===== config.mk =====
export PLATFORM = sky130hd
export DESIGN_NAME = sweep4disp7seg_decode
export DESIGN_NICKNAME = d
export VERILOG_FILES = /design/src/rtl/sweep4disp7seg_decode.sv
export SDC_FILE = /design/constraint.sdc
export NUM_CORES = 1
export LEC_CHECK = 0
export ABC_AREA = 0
export BUFFER_PORTS_ARGS = -buffer_cell sky130_fd_sc_hd__buf_4
export CORE_MARGIN = 3
export CORE_UTILIZATION = 56
export DETAILED_ROUTE_END_ITERATION = 16
export PLACE_DENSITY = 0.77
export SETUP_SLACK_MARGIN = 0.02
export SLEW_MARGIN = 20
export SYNTH_ARGS = -nofsm -noshare
export SYNTH_HDL_FRONTEND = slang
export SYNTH_SLANG_ARGS = --single-unit

===== constraint.sdc =====
create_clock -name clk -period 3.2 [get_ports clk]
set_input_delay 0.32 -clock clk [delete_from_list [all_inputs] [get_ports clk]]
set_output_delay 0.32 -clock clk [all_outputs]
set_load 0.02 [all_outputs]

===== src/rtl/sweep4disp7seg_decode.sv =====
// ---------------------------------------------------------------------------
// sweep4disp7seg_decode
//
// Receiving end of a 4-digit multiplexed 7-segment display bus. The segment
// and digit-select buses are sampled, filtered for stability, and decoded
// back into the four 5-bit digit codes that the sweep driver is showing.
// A digit is only committed after STABLE_CYCLES identical samples, so the
// ghosting seen while the driver switches digits is never captured.
//
// Optional feature: define DP_DECODE_EN to decode the decimal point (seg[7])
// separately into dpOut instead of treating it as part of the pattern.
//
// Ports:
//   clk         system clock
//   rst         asynchronous reset, active low
//   seg[7:0]    segment bus, active low (bit7 = dp, bits6..0 = g..a)
//   dispTrans   digit select, active low, one-hot-low when a digit is lit
//   disp0..3    reconstructed 5-bit digit codes
//   digitValid  bit i set when dispi holds a fresh committed code
//   frameDone   one-cycle pulse once all four digits have been committed
//   stale       set after a commit timeout, cleared by the next commit
//   badPattern  sticky: an unknown segment pattern was committed
//   badAnode    sticky: more than one dispTrans bit was low
//   dpOut       per-digit decimal point (zero unless DP_DECODE_EN)
// ---------------------------------------------------------------------------
module sweep4disp7seg_decode #(
    parameter int STABLE_CYCLES  = 8,
    parameter int NBITS_STABLE   = 4,
    parameter int TIMEOUT_CYCLES = 500_000,
    parameter int NBITS_TIMEOUT  = 20
) (
    input  logic       clk,
    input  logic       rst,
    input  logic [7:0] seg,
    input  logic [3:0] dispTrans,
    output logic [4:0] disp0,
    output logic [4:0] disp1,
    output logic [4:0] disp2,
    output logic [4:0] disp3,
    output logic [3:0] digitValid,
    output logic       frameDone,
    output logic       stale,
    output logic       badPattern,
    output logic       badAnode,
    output logic [3:0] dpOut
);

    typedef enum logic [1:0] {
        ST_IDLE,
        ST_SETTLE,
        ST_LOCKED
    } state_t;

    localparam logic [NBITS_STABLE-1:0]  STABLE_LIM = NBITS_STABLE'(STABLE_CYCLES);
    localparam logic [NBITS_STABLE-1:0]  STABLE_ONE = NBITS_STABLE'(1);
    localparam logic [NBITS_TIMEOUT-1:0] TO_LIM     = NBITS_TIMEOUT'(TIMEOUT_CYCLES);
    localparam logic [NBITS_TIMEOUT-1:0] TO_LIM_M1  = NBITS_TIMEOUT'(TIMEOUT_CYCLES - 1);
    localparam logic [NBITS_TIMEOUT-1:0] TO_ONE     = NBITS_TIMEOUT'(1);

    // Segment pattern to digit code; anything not in the table is 31.
    function automatic logic [4:0] decode_seg(input logic [7:0] pat);
        logic [4:0] code;
        case (pat)
            8'hC0:   code = 5'd0;
            8'hF9:   code = 5'd1;
            8'hA4:   code = 5'd2;
            8'hB0:   code = 5'd3;
            8'h99:   code = 5'd4;
            8'h92:   code = 5'd5;
            8'h82:   code = 5'd6;
            8'hF8:   code = 5'd7;
            8'h80:   code = 5'd8;
            8'h90:   code = 5'd9;
            8'h88:   code = 5'd10;
            8'hAB:   code = 5'd11;
            8'hC6:   code = 5'd12;
            8'hC7:   code = 5'd13;
            8'hE3:   code = 5'd14;
            8'h8C:   code = 5'd15;
            8'hFF:   code = 5'd16;
            default: code = 5'd31;
        endcase
        return code;
    endfunction

    // Sampled (S) and previous (P) copies of the input buses.
    logic [7:0]               s_seg_q, p_seg_q;
    logic [3:0]               s_an_q, p_an_q;

    state_t                   state_q, state_d;
    logic [NBITS_STABLE-1:0]  stable_cnt_q, stable_cnt_d;
    logic [NBITS_TIMEOUT-1:0] to_cnt_q, to_cnt_d;
    logic [4:0]               disp_q [4];
    logic [4:0]               disp_d [4];
    logic [3:0]               valid_q, valid_d;
    logic [3:0]               seen_q, seen_d;
    logic                     stale_q, stale_d;
    logic                     bad_pat_q, bad_pat_d;
    logic                     bad_an_q, bad_an_d;

    logic                     an_valid, an_illegal;
    logic [1:0]               an_idx;
    logic                     same;
    logic                     commit;
    logic                     timeout_hit;
    logic [7:0]               lookup;
    logic [4:0]               code;
    logic [NBITS_STABLE-1:0]  stable_inc;

    // Input stage: every decision below works from the registered copy.
    always_ff @(posedge clk or negedge rst) begin
        if (!rst) begin
            s_seg_q <= 8'hFF;
            p_seg_q <= 8'hFF;
            s_an_q  <= 4'hF;
            p_an_q  <= 4'hF;
        end else begin
            s_seg_q <= seg;
            p_seg_q <= s_seg_q;
            s_an_q  <= dispTrans;
            p_an_q  <= s_an_q;
        end
    end

    // Anode classification: one low bit is a lit digit, all high is idle,
    // anything else is an illegal overlap that is handled like idle.
    always_comb begin
        an_valid   = 1'b0;
        an_illegal = 1'b0;
        an_idx     = 2'd0;
        case (s_an_q)
            4'b1110: begin an_valid = 1'b1; an_idx = 2'd0; end
            4'b1101: begin an_valid = 1'b1; an_idx = 2'd1; end
            4'b1011: begin an_valid = 1'b1; an_idx = 2'd2; end
            4'b0111: begin an_valid = 1'b1; an_idx = 2'd3; end
            4'b1111: an_illegal = 1'b0;
            default: an_illegal = 1'b1;
        endcase
    end

    assign same       = (s_seg_q == p_seg_q) && (s_an_q == p_an_q);
    assign stable_inc = stable_cnt_q + STABLE_ONE;

`ifdef DP_DECODE_EN
    assign lookup = s_seg_q | 8'h80;
`else
    assign lookup = s_seg_q;
`endif
    assign code = decode_seg(lookup);

    // Stability FSM. The commit fires in the same cycle the count reaches
    // STABLE_CYCLES; LOCKED then blocks repeated commits of the same digit.
    always_comb begin
        state_d      = state_q;
        stable_cnt_d = stable_cnt_q;
        commit       = 1'b0;
        case (state_q)
            ST_IDLE: begin
                if (an_valid) begin
                    state_d      = ST_SETTLE;
                    stable_cnt_d = STABLE_ONE;
                end else begin
                    stable_cnt_d = '0;
                end
            end
            ST_SETTLE: begin
                if (!an_valid) begin
                    state_d      = ST_IDLE;
                    stable_cnt_d = '0;
                end else if (!same) begin
                    stable_cnt_d = STABLE_ONE;
                end else begin
                    stable_cnt_d = stable_inc;
                    if (stable_inc == STABLE_LIM) begin
                        commit  = 1'b1;
                        state_d = ST_LOCKED;
                    end
                end
            end
            ST_LOCKED: begin
                if (!same) begin
                    if (an_valid) begin
                        state_d      = ST_SETTLE;
                        stable_cnt_d = STABLE_ONE;
                    end else begin
                        state_d      = ST_IDLE;
                        stable_cnt_d = '0;
                    end
                end
            end
            default: begin
                state_d      = ST_IDLE;
                stable_cnt_d = '0;
            end
        endcase
    end

    // Commit, frame tracking and timeout. A commit always wins over a
    // timeout in the same cycle, and a commit landing while seen is being
    // cleared for the frame pulse keeps its own seen bit.
    always_comb begin
        disp_d    = disp_q;
        valid_d   = valid_q;
        stale_d   = stale_q;
        bad_pat_d = bad_pat_q | (commit && (code == 5'd31));
        bad_an_d  = bad_an_q | an_illegal;

        timeout_hit = !commit && (to_cnt_q >= TO_LIM_M1);

        if (commit) begin
            to_cnt_d = '0;
        end else if (to_cnt_q != TO_LIM) begin
            to_cnt_d = to_cnt_q + TO_ONE;
        end else begin
            to_cnt_d = to_cnt_q;
        end

        seen_d = (seen_q == 4'hF) ? 4'h0 : seen_q;
        if (timeout_hit) begin
            seen_d  = 4'h0;
            valid_d = 4'h0;
            stale_d = 1'b1;
        end
        if (commit) begin
            disp_d[an_idx]  = code;
            valid_d[an_idx] = 1'b1;
            seen_d[an_idx]  = 1'b1;
            stale_d         = 1'b0;
        end
    end

    always_ff @(posedge clk or negedge rst) begin
        if (!rst) begin
            state_q      <= ST_IDLE;
            stable_cnt_q <= '0;
            to_cnt_q     <= '0;
            disp_q       <= '{default: 5'd0};
            valid_q      <= 4'h0;
            seen_q       <= 4'h0;
            stale_q      <= 1'b0;
            bad_pat_q    <= 1'b0;
            bad_an_q     <= 1'b0;
        end else begin
            state_q      <= state_d;
            stable_cnt_q <= stable_cnt_d;
            to_cnt_q     <= to_cnt_d;
            disp_q       <= disp_d;
            valid_q      <= valid_d;
            seen_q       <= seen_d;
            stale_q      <= stale_d;
            bad_pat_q    <= bad_pat_d;
            bad_an_q     <= bad_an_d;
        end
    end

`ifdef DP_DECODE_EN
    logic [3:0] dp_q, dp_d;

    // Decimal point is active low on the bus; capture it with the digit.
    always_comb begin
        dp_d = dp_q;
        if (commit) begin
            dp_d[an_idx] = ~s_seg_q[7];
        end
    end

    always_ff @(posedge clk or negedge rst) begin
        if (!rst) begin
            dp_q <= 4'h0;
        end else begin
            dp_q <= dp_d;
        end
    end

    assign dpOut = dp_q;
`else
    assign dpOut = 4'h0;
`endif

    assign disp0      = disp_q[0];
    assign disp1      = disp_q[1];
    assign disp2      = disp_q[2];
    assign disp3      = disp_q[3];
    assign digitValid = valid_q;
    assign frameDone  = (seen_q == 4'hF);
    assign stale      = stale_q;
    assign badPattern = bad_pat_q;
    assign badAnode   = bad_an_q;

endmodule


After elaboration in Yosys (flattened, before gate mapping)
Index checks and enable logic that the tools add are counted.
- register bits after elaboration: 81
- input bits: 14
- output and inout bits: 32
- word-level logic and storage cells: 108
- add/sub/neg operators: 2
- $lt $le $gt $ge: 5
- equal/unequal tests: 34
- multiplexer cells: 34
- bitwise gates (word level): 5
- reduce and logical (&&, ||, !) cells: 12
- operators with widths (operator ; count):
    $eq 8x8->1 const B ; 17
    $pmux 5 s17 ; 1
    $mux 20 ; 2
    $mux 4 ; 8
    $eq 4x4->1 const B ; 6
    $add 20x1->20 const B ; 1
    $bwmux 20 ; 1
    $ge 20x19->1 const B ; 1
    $ne 20x19->1 const B ; 1
    $pmux 2 s3 ; 2
    $pmux 4 s3 ; 1
    $mux 1 ; 11
    $demux 5 s2 ; 1
    $mux 2 ; 5
    $eq 8x8->1 ; 1
    $or 4x4->4 ; 2
    $ne 3x3->1 const B ; 2
    $eq 5x5->1 const B ; 1
    $logic_and 1x1->1 ; 5
    $mux 5 ; 1
    $reduce_or 5->1 ; 1
    $add 4x1->4 const B ; 1
    $eq 4x3->1 const B ; 1
    $eq 4x4->1 ; 1
    other kinds (15) ; 18

Depth between registers and ports, before layout
Gate-level depths: netlist (run 1).
- word-level depth: 11
- gate-level depth with buffers: 8
- mapped depth without buffers: 7

Worst setup path before layout (run 1)
OpenSTA, ideal clock, no wires.
- kind: register to register
- start point: reg s_seg_q[6] (netlist: lookup[6])
- end point: reg disp_q, in the netlist disp3[0]
- library setup time: 125 ps
- arrival: 2261 ps
- required time: 3075 ps
- setup slack: 815 ps
- stages on the path, launching flop included: 8
- buffers on the path: 1
- period minus slack after synthesis: 2385 ps
- cell sequence: dfstp_2 > clkbuf_1 > xor2_1 > nor4_4 > nand3_2 > nand3b_4 > nor4b_4 > mux2_2
- cells in the longest elaborated chain, start to end: 5
- elaborated cells on any way between the ends: 24
- those cells by class: eq/ne: 18; mux: 5; reduce/logical: 1
- RTL lines (item ; line ; source):
    start, declared ; 87 ; logic [7:0] s_seg_q, p_seg_q;
    start signal, assigned ; 118 ; s_seg_q <= seg;
    branches (longest 5 deep; another with $bwmux 20) ; n/a ;
    end signal, assigned ; 247 ; disp_q <= disp_d;
    end, declared ; 93 ; logic [4:0] disp_q [4];
Parallel ways; which one is timed is not known.
A chain may end at the register's enable or synchronous reset.

Worst setup path in the final report (run 1)
- start point: reg s_seg_q[3] (netlist: lookup[3])
- end point: reg disp_q, in the netlist disp3[3]
The elaborated chain is that of the path after synthesis.

==> results of run 1 <==
-- area by class of cell --
type	count	area, um2
multi-input cells	240	1730
inverters	8	30.0
clock buffers	10	128
well taps	93	116
repair buffers	42	315
fillers	500	2120
flip-flops and latches	81	2060
clock inverters	6	66.3
-- logic make-up (layout without fill, tap and decap cells) --
| logic type | Yosys count | count (layout) | share of synthesized area (%) |
|---|---|---|---|
| AND/OR/NAND/NOR | 139 | 139 | 21.5 |
| flip-flops | 81 | 81 | 52.4 |
| AO/OA/AOI/OAI | 37 | 37 | 6.98 |
| XOR/XNOR | 36 | 36 | 8.22 |
| buffers and inverters | 29 | 66 | 3.82 |
| multiplexers | 21 | 21 | 5.99 |
| adder cells (fa/ha/maj) | 3 | 3 | 0.956 |
| other | 1 | 4 | 0.0955 |
-- power by group --
group,internal (W),switching (W),total [W],leakage [nW]
registers,0.00105,0.0000352,0.00109,1.03
clock network,0.000364,0.000374,0.000737,0.101
logic,0.0000374,0.0000617,0.0000991,0.928
-- cell usage after synthesis, drive strengths merged, types with 8 or more instances --
master  count  area, um2
xnor2      13        114
nand4      12       75.1
clkbuf     11       41.3
dfrtp      57       1430
nand2      18       67.6
inv         8       30.0
nand3      19        100
nor2       40        150
buf        10       78.8
dfstp      24        631
mux2       20        225
xor2       23        209
-- worst register-to-register path, cell delays in order (launching register included) --
cell and delay (ns):
dfstp_2 0.76, xor2_1 0.17, nor4_4 0.31, nand3_2 0.22
nand3b_4 0.26, nor4b_4 0.49, mux2_2 0.40
-- sequential cells by signal (all words and copies together), names as in the netlist, 5 cells and up --
| signal | count |
|---|---|
| to_cnt_q | 20 |
| disp1 | 5 |
| p_seg_q | 8 |
| disp0 | 5 |
| disp3 | 5 |
| lookup | 8 |
| disp2 | 5 |
-- per-stage QoR --
stage                     setup WS (ns)  cells
after global routing              0.296    480
after detailed placement          0.513    464
after floorplan                   0.815    350
after CTS                         0.479    480
final                             0.478    480
after global placement            0.584    464
-- worst max path at each step --
| stage | end | cells after the start | slack, ns | start |
|---|---|---|---|---|
| floorplan | disp3[0] | 7 | 0.81 | lookup[6] |
| global placement | disp1[2] | 6 | 0.58 | lookup[3] |
| detailed placement | disp1[0] | 6 | 0.51 | lookup[3] |
| CTS | disp3[3] | 6 | 0.48 | lookup[3] |
| global route | disp1[4] | 6 | 0.30 | lookup[3] |
| finish | disp3[3] | 6 | 0.48 | lookup[3] |
-- routing by layer --
layer	up-vias	share of wire [%]
met2	83	51
met1	1323	42
met4	0	1.5
met3	8	5.0
li1	1285	-
met5	-	0
==> metrics.log, run 1 <==
INFO  metric run_status = finished clean
INFO  metric critical_path_buf_inv_count = 0
INFO  metric fp.coreArea = 6570 um2
INFO  metric detail_route.drc_violations = 0
INFO  metric gp_congestion = 0.905
INFO  metric timing.critical_path.from_type = register
INFO  metric post_cts_buffers = 0
INFO  metric slew-limit-headroom = 35.0%
INFO  metric reg_to_reg_setup_timing_slack = 0.48 ns
INFO  metric setup_viol = 0
INFO  metric insertion_delay = 0.35 ns
INFO  metric synth_edf_count = 0
INFO  metric top_library_cells_by_usage_in_the_layout_fill_and_taps_aside = dfrtp_1, buf_4, nor2_1, dfstp_2, xor2_1
INFO  metric largest_net_degree_at_the_start_of_global_routing = 82
INFO  metric timing.reg2reg.worst_path_depth = 6
INFO  metric tritoncts_clock_tree = built
INFO  metric fp.dieW = 89.7 um
INFO  metric min_delay_worst_endpoint = lookup[4]
INFO  metric cpLargestDelayFamily = simple AND/OR/NAND/NOR gates
INFO  metric slowest_delay = 0.76 ns
INFO  metric clock-sinks = 81
INFO  metric finalNetCount = 399
INFO  metric vias = 2,699
INFO  metric wl_per_cell = 15.2 um
INFO  metric timing_hold_violations_final = 0
INFO  metric synth_area = 3930 um2
INFO  metric detailedRoute.firstPassIterationCount = 5
INFO  metric grt_remaining_overflow = 0
INFO  metric top_achievable_clock_speed = 367 MHz
INFO  metric timing.setup.critical_path_class = register to register
INFO  metric syn_avg_cell_area = 11.3 um2
INFO  metric layout-drive-gt1-share = 28.7%
INFO  metric tritoncts.num_buffers = 9
INFO  metric postCtsHoldBufs = 0
INFO  metric hold_start = seg[4]
INFO  metric buffer_ports.inserted = 41
INFO  metric fin_skew = 0.0190 ns
INFO  metric n_antenna_cell = 0
INFO  metric cts-htree-levels = 3
INFO  metric grt-busiest-layer = met2
INFO  metric synth_ff_type = dfrtp_1
INFO  metric power_density = 433 nW/um2
INFO  metric worst_hold_slack = 0.0715 ns
INFO  metric max_slew_vio_count = 0
INFO  metric ys_ff_latch = 81
INFO  metric period_share = 85.1%
INFO  metric worst_r2r_endpoint = disp3[3]
INFO  metric max-cap-violations = 0
INFO  metric synthDistinctLibCells = 54
INFO  metric rsz_0062_raised_after_global_routing = no
INFO  metric avgViaCountPerCell = 5.62
INFO  metric std_cell_rows = 29
INFO  metric fin_util = 67.7%
INFO  metric timing.critical_path.fanout_max = 20
INFO  metric total_power = 0.00193 W
INFO  metric hold_depth = 1
INFO  metric p_leak = 2.06 nW
INFO  metric crit_arrival = 2.96 ns
INFO  metric hpwlAfterDp = 5000 um
INFO  metric antenna_found_initial = 0
INFO  metric ir_drop = 0.271 mV
INFO  metric global_route_wire_length_before_repair = 12,900 um
INFO  metric timing.critical_path.cells = xor2_1, nor4_4, nand3_2, nand3b_4, nor4b_4, mux2_2
INFO  metric synth_cells = 347
INFO  metric yosysWarningCount = 0
INFO  metric synthToLayoutAreaGrowth = 13.2%
INFO  metric worst_r2r_startpoint = lookup[3]
INFO  metric worst_hold_path_type = input pin to register
INFO  metric gr-usage-met3 = 4.09%
INFO  metric die-area = 8050 um2
INFO  metric ctsRootBufferMaster = clkbuf_8
INFO  metric detail_route.wirelength = 7320 um
INFO  metric drt-initial-drc-count = 140
INFO  metric finished_cell_area = 4440 um2
INFO  metric starting_density = 59.8%
INFO  metric antenna_violation_net_count_after_detailed_routing = 0
INFO  metric cts-root-to-sink-buffers = 2
INFO  metric final_period_minus_worst_setup_slack = 2.72 ns
INFO  metric die_height = 89.7 um
INFO  metric dpl-instance-area = 4250 um2
INFO  metric clkSlewWorstSetupHoldPaths = 0.08 ns
INFO  metric first_global_vias = 2,719
INFO  metric global_route.usage.total = 19.5%
INFO  metric final.setup.tns = 0 ns
INFO  metric grtUsageMet1 = 24.6%
INFO  metric critical_path.endpoint_type = register
INFO  metric mostFrequentLayoutCell = dfrtp_1
INFO  metric synth_seq_area_share = 52.4%
INFO  metric cp_slowest_cell = dfstp_2
INFO  metric critical_path_required = 3.44 ns
INFO  metric io_pins = 46
INFO  metric post_cts_resize_count = 0
INFO  metric tightest_slew = 0.975 ns
INFO  metric globalRouteMet2Util = 33.3%
INFO  metric synthArstFlopShare = 100%
(Power assumes the default switching activity.)
==> run 2, diff against run 1 <==
Settings changed: ABC_AREA 0 to 1, CORE_UTILIZATION 56 to 58, PLACE_DENSITY 0.77 to 0.79.
==> run 2 against run 1 <==
Sequential cell count is the same. Utilization rose by 1.1 points. Hold slack worse by 0.0017 ns. Non-clock buffer count unchanged. Critical path type unchanged. Global-route usage up 3.0 points.
==> metrics.log, run 2 <==
INFO  metric wl_per_cell = 12.4 um
INFO  metric slew-limit-headroom = 34.8%
INFO  metric post_cts_resize_count = 0
INFO  metric buffer_ports.inserted = 41
INFO  metric global_route.usage.total = 22.4%
INFO  metric timing_hold_violations_final = 0
INFO  metric syn_avg_cell_area = 7.56 um2
INFO  metric avgViaCountPerCell = 5.01
INFO  metric critical_path.endpoint_type = register
INFO  metric p_leak = 2.61 nW
INFO  metric starting_density = 60.3%
INFO  metric tritoncts.num_buffers = 9
INFO  metric worst_hold_path_type = input pin to register
INFO  metric global_route_wire_length_before_repair = 15,000 um
INFO  metric largest_net_degree_at_the_start_of_global_routing = 82
INFO  metric hpwlAfterDp = 6380 um
INFO  metric slowest_delay = 0.60 ns
INFO  metric total_power = 0.00201 W
INFO  metric gp_congestion = 0.994
INFO  metric fp.coreArea = 6870 um2
INFO  metric first_global_vias = 3,420
INFO  metric timing.reg2reg.worst_path_depth = 9
INFO  metric worst_r2r_startpoint = s_an_q[0]
INFO  metric finalNetCount = 610
INFO  metric timing.critical_path.cells = nand2_1, nand2_1, nand2_1, nor2_1, nand2_1, nor2_2, nand4_1, nor2_1, nor2_1
INFO  metric clkSlewWorstSetupHoldPaths = 0.09 ns
INFO  metric drt-initial-drc-count = 287
INFO  metric largest_register_ff_count = 20
INFO  metric synthToLayoutAreaGrowth = 14.0%
INFO  metric run_status = finished clean
INFO  metric top_achievable_clock_speed = 400 MHz
INFO  metric critical_path_required = 3.44 ns
INFO  metric number_of_inserted_filler_cells_in_the_final_layout = 567
INFO  metric vias = 3,477
INFO  metric cp_slowest_cell = dfstp_2
INFO  metric cts-htree-levels = 3
INFO  metric detail_route.wirelength = 8620 um
INFO  metric synthArstFlopShare = 100%
INFO  metric pwr-share-clk = 41.7%
INFO  metric n_antenna_cell = 0
INFO  metric hold_start = seg[5]
INFO  metric layout-drive-gt1-share = 16.1%
INFO  metric reg_to_reg_setup_timing_slack = 0.70 ns
INFO  metric ys_ff_latch = 81
INFO  metric detailedRoute.firstPassIterationCount = 5
INFO  metric timing.critical_path.fanout_max = 12
INFO  metric detail_route.drc_violations = 0
INFO  metric synth.largest_area_cell = dfrtp_1
INFO  metric antenna_violation_net_count_after_detailed_routing = 0
INFO  metric synth_common_cells = nand2_1, nor2_1, inv_1
INFO  metric cts-root-to-sink-buffers = 2
INFO  metric path_common_cell = nand2_1
INFO  metric power_density = 425 nW/um2
INFO  metric clock-sinks = 81
INFO  metric tightest_slew = 0.978 ns
INFO  metric layoutNonFillerInstCount = 694
INFO  metric fp.dieW = 90.5 um
INFO  metric synth_seq_area_share = 49.7%
INFO  metric yosys.area.top_type_share = 34.4%
INFO  metric final_period_minus_worst_setup_slack = 2.50 ns
INFO  metric top_library_cells_by_usage_in_the_layout_fill_and_taps_aside = nand2_1, nor2_1, inv_1, dfrtp_1, buf_4
INFO  metric final.setup.tns = 0 ns
INFO  metric rsz_0062_raised_after_global_routing = no
INFO  metric grt_remaining_overflow = 0
INFO  metric synth_area = 4140 um2
INFO  metric period_share = 78.2%
INFO  metric fin_skew = 0.00903 ns
INFO  metric io_pins = 46
INFO  metric synth_cells = 548
INFO  metric placed_cells_incl_taps = 678
INFO  metric synth_edf_count = 0
INFO  metric register_name_with_the_most_flops = to_cnt_q
INFO  metric synth_area_leaders = dfrtp_1, dfstp_2, nand2_1
INFO  metric min_delay_worst_endpoint = lookup[5]
INFO  metric die-area = 8190 um2
INFO  metric power_report.internal_total = 0.00153 W
INFO  metric antenna_found_initial = 0
INFO  metric timing.setup.critical_path_class = register to register
INFO  metric crit_arrival = 2.74 ns
INFO  metric netSwitchingPower = 0.000475 W
INFO  metric yosysWarningCount = 0
INFO  metric tritoncts_clock_tree = built
INFO  metric max_slew_vio_count = 0
INFO  metric timing.critical_path.from_type = register
INFO  metric worst_r2r_endpoint = disp3[0]
INFO  metric synth_ff_type = dfrtp_1
INFO  metric setup_viol = 0
INFO  metric power_switching_share = 23.7%
INFO  metric postCtsHoldBufs = 0
INFO  metric insertion_delay = 0.35 ns
INFO  metric std_cell_rows = 30
INFO  metric hold_depth = 1
INFO  metric ir_drop = 0.301 mV
INFO  metric power.sequential.fraction = 53.4%
INFO  metric die_height = 90.5 um
INFO  metric ctsRootBufferMaster = clkbuf_8
INFO  metric post_cts_buffers = 0
INFO  metric comb_power_share = 4.9%
INFO  metric max-cap-violations = 0
INFO  metric mostFrequentLayoutCell = nand2_1
INFO  metric synthDistinctLibCells = 30
INFO  metric synth.most_common_cell = nand2_1
-- run 2: area by class of cell --
| class | count | area (um2) | area share [%] |
|---|---|---|---|
| inverter | 98 | 368 | 7.79 |
| multi-input combinational | 361 | 1640 | 34.7 |
| timing repair buffer | 42 | 315 | 6.68 |
| tap | 96 | 120 | 2.54 |
| clock inverter | 7 | 100 | 2.12 |
| sequential | 81 | 2060 | 43.6 |
| clock buffer | 9 | 124 | 2.62 |
-- run 2: per-stage QoR --
stage	utilization (%)	hold slack [ns]	instance area (um2)	setup WS (ns)
after floorplan	-	0.0244	4150	1.58
after global placement	65.5	0.378	4500	0.813
after detailed placement	65.5	0.382	4500	0.685
after CTS	68.7	0.0550	4720	0.673
after global routing	68.7	0.0430	4720	0.324
final	68.7	0.0698	4720	0.698
-- run 2: logic make-up (layout without fill, tap and decap cells) --
| logic type | Yosys count | count (layout) | share of synthesized area [%] |
|---|---|---|---|
| adder cells (fa/ha/maj) | 3 | 3 | 0.906 |
| AND/OR/NAND/NOR | 318 | 318 | 32.2 |
| other | 1 | 4 | 0.0905 |
| flip-flops | 81 | 81 | 49.7 |
| buffers and inverters | 109 | 156 | 11.1 |
| AO/OA/AOI/OAI | 22 | 22 | 3.05 |
| XOR/XNOR | 14 | 14 | 2.96 |
-- run 2: per-layer routing --
| metal | wire length (um) | track usage, % |
|---|---|---|
| met2 | 4240 | 37.2 |
| met1 | 3590 | 27.7 |
| met3 | 584 | 5.92 |
| met4 | 206 | 9.57 |
| met5 | 0 | 0 |
-- run 2: worst max path at each step --
stage / depth (start not counted) / slack (ns) / to / start
after floorplan: 11 / 1.58 / disp1[3] / s_an_q[1]
after global placement: 9 / 0.81 / disp3[3] / s_an_q[3]
after detailed placement: 9 / 0.69 / disp3[3] / s_an_q[1]
after CTS: 10 / 0.67 / disp3[1] / s_an_q[0]
after global routing: 10 / 0.32 / disp3[4] / s_an_q[1]
final: 9 / 0.70 / disp3[0] / s_an_q[0]
-- run 2: worst max-delay path, delay by kind of cell (launching register included) --
kind	cells	cell delay, ns
flip-flops	1	0.60
AND/OR/NAND/NOR	9	1.80
-- run 2: power by group through the flow --
stage | Sequential (W) | Clock [W] | Combinational [W]
finish | 0.00107 | 0.000837 | 0.0000987
global route | 0.00107 | 0.000903 | 0.000113
global placement | 0.00109 | 0 | 0.0000976
detailed placement | 0.00109 | 0 | 0.000100
floorplan | 0.00109 | 0 | 0.0000592
CTS | 0.00107 | 0.000860 | 0.000101
==> run 3, diff against run 2 <==
Settings changed: CORE_UTILIZATION 58 to 53, PLACE_DENSITY 0.79 to 0.76.
Clock period 3.2 ns to 2.2 ns, I/O delays scaled along.
==> run 3 against run 2 <==
Sequential cell count stayed put. Critical path type unchanged. Die area rose by 8.8%. Wire length down 1.3%. Clock power up 13%. Sequential share of layout area is 1.2 points lower. Non-clock buffer count increased by 18. Clock-buffer cell count up 2. First-iteration DRC count decreased by 30%.
==> metrics.log, run 3 (synthesis results as in run 2) <==
INFO  metric run_status = finished clean
INFO  metric reg_to_reg_setup_timing_slack = 0.16 ns
INFO  metric finalNetCount = 628
INFO  metric avgViaCountPerCell = 4.86
INFO  metric critical_path_required = 2.46 ns
INFO  metric timing.reg2reg.worst_path_depth = 10
INFO  metric wl_met3 = 438 um
INFO  metric critical_path.endpoint_type = register
INFO  metric global_route.usage.total = 21.5%
INFO  metric final_period_minus_worst_setup_slack = 2.04 ns
INFO  metric starting_density = 55.9%
INFO  metric antenna_found_initial = 0
INFO  metric register_name_with_the_most_flops = to_cnt_q
INFO  metric top_achievable_clock_speed = 490 MHz
INFO  metric timing.critical_path.from_type = register
INFO  metric met2_wirelength = 3890 um
INFO  metric timing_hold_violations_final = 0
INFO  metric largest_net_degree_at_the_start_of_global_routing = 42
INFO  metric cts-htree-levels = 3
INFO  metric gp_congestion = 0.927
INFO  metric total_power = 0.00267 W
INFO  metric largest_register_ff_count = 20
INFO  metric detail_route.wirelength = 8510 um
INFO  metric fp.dieW = 94.4 um
INFO  metric buffer_ports.inserted = 41
INFO  metric period_share = 92.8%
INFO  metric detailedRoute.firstPassIterationCount = 4
INFO  metric rsz_0062_raised_after_global_routing = yes
INFO  metric tritoncts.num_buffers = 9
INFO  metric synthToLayoutAreaGrowth = 17.2%
INFO  metric wl_per_cell = 11.9 um
INFO  metric vias = 3,476
INFO  metric setup_viol = 0
INFO  metric worst_r2r_startpoint = s_an_q[0]
INFO  metric mostFrequentLayoutCell = nand2_1
INFO  metric clock-sinks = 81
INFO  metric worst_r2r_endpoint = disp1[2]
INFO  metric slew-limit-headroom = 64.3%
INFO  metric p_leak = 2.65 nW
INFO  metric drt-initial-drc-count = 202
INFO  metric top_layer_used = met4
INFO  metric tightest_slew = 0.535 ns
INFO  metric hpwlAfterDp = 6290 um
INFO  metric insertion_delay = 0.36 ns
INFO  metric fp.coreArea = 7410 um2
INFO  metric fin_skew = 0.0125 ns
INFO  metric route.layer.met1.wl = 3990 um
INFO  metric tritoncts_clock_tree = built
INFO  metric ir_drop = 0.368 mV
INFO  metric layout-drive-gt1-share = 16.2%
INFO  metric clkSlewWorstSetupHoldPaths = 0.09 ns
INFO  metric top_library_cells_by_usage_in_the_layout_fill_and_taps_aside = nand2_1, nor2_1, inv_1, dfrtp_1, buf_4
INFO  metric io_pins = 46
INFO  metric n_antenna_cell = 0
INFO  metric global_route_wire_length_before_repair = 15,000 um
INFO  metric antenna_violation_net_count_after_detailed_routing = 0
INFO  metric detail_route.drc_violations = 0
INFO  metric max-cap-violations = 0
INFO  metric first_global_vias = 3,363
INFO  metric crit_arrival = 2.30 ns
INFO  metric worst_hold_path_type = input pin to asynchronous set/reset pin
INFO  metric timing.critical_path.fanout_max = 12
INFO  metric die_height = 94.4 um
INFO  metric fin_util = 65.5%
INFO  metric power_density = 550 nW/um2
INFO  metric grt_remaining_overflow = 0
INFO  metric timing.setup.critical_path_class = register to register
INFO  metric cts-root-to-sink-buffers = 2
INFO  metric die-area = 8910 um2
INFO  metric max_slew_vio_count = 0
INFO  metric std_cell_rows = 31
INFO  metric ctsRootBufferMaster = clkbuf_8
-- run 3: cell types whose count changed in the layout (fill, tap and decap cells not counted), moves of 2 or more --
cell | before | now
inv_6 | 3 | 0
dlygate4sd3_1 | 0 | 13
buf_4 | 42 | 46
clkinvlp_4 | 0 | 2
clkbuf_1 | 0 | 2
bufinv_16 | 2 | 0
-- run 3: final cells by class --
type	instances	area, um2
multi-input combinational	361	1650
sequential	81	2060
timing repair buffer	60	495
clock inverter	5	33.8
fill	620	2550
tap	99	124
inverter	98	368
clock buffer	11	131
-- run 3: worst max path at each step --
stage | from | endpoint | slack [ns] | cells past startpoint
6_report | s_an_q[0] | disp1[2] | 0.16 | 10
5_1_grt | s_an_q[1] | disp2[2] | -0.12 | 11
4_1_cts | s_an_q[1] | disp0[3] | 0.13 | 10
3_5_place_dp | s_an_q[0] | disp0[3] | 0.15 | 10
3_3_place_gp | s_an_q[1] | disp0[3] | 0.19 | 10
2_1_floorplan | s_an_q[1] | disp1[3] | 0.58 | 11
-- run 3: per-layer routing --
layer / global-route usage [%] / vias up
met3: 3.03 / 13
met4: 9.63 / 0
met1: 30.3 / 1606
met5: 0 / -
met2: 33.2 / 92
li1: - / 1765
-- run 3: metrics by stage --
stage | setup slack (ns) | area [um2] | setup TNS, ns | instances | hold slack, ns
floorplan | 0.580 | 4150 | 0 | 551 | -0.0756
global placement | 0.187 | 4550 | 0 | 686 | 0.233
detailed placement | 0.154 | 4550 | 0 | 686 | 0.241
CTS | 0.126 | 4850 | 0 | 715 | 0.394
global route | -0.122 | 4850 | -1.04 | 715 | 0.404
finish | 0.158 | 4850 | 0 | 715 | 0.373
-- run 3: report_power, final --
group          internal, W  switching (W)  total (W)  leakage [nW]
clock network     0.000408       0.000535   0.000944        0.0793
logic            0.0000631       0.000104   0.000167          1.54
registers          0.00153      0.0000255    0.00156          1.03
-- run 3: repair_timing --
| item | in CTS | in global routing |
|---|---|---|
| endpoints found under the setup margin | 0 | 19 |
| setup buffers | 0 | 0 |
| gates resized for setup | 0 | 2 |
| endpoints found under the hold margin | 44 | 0 |
| hold buffers | 13 | 0 |
-- run 3: critical path: stages, from the launching register on --
cell and delay (ns):
dfstp_2 0.59, nand2_1 0.06, nand2_1 0.06, nand2_1 0.05
nor2_1 0.18, nand2_1 0.09, nor2_2 0.14, buf_4 0.21
nand4_2 0.31, nor2_1 0.20, nor2_1 0.06
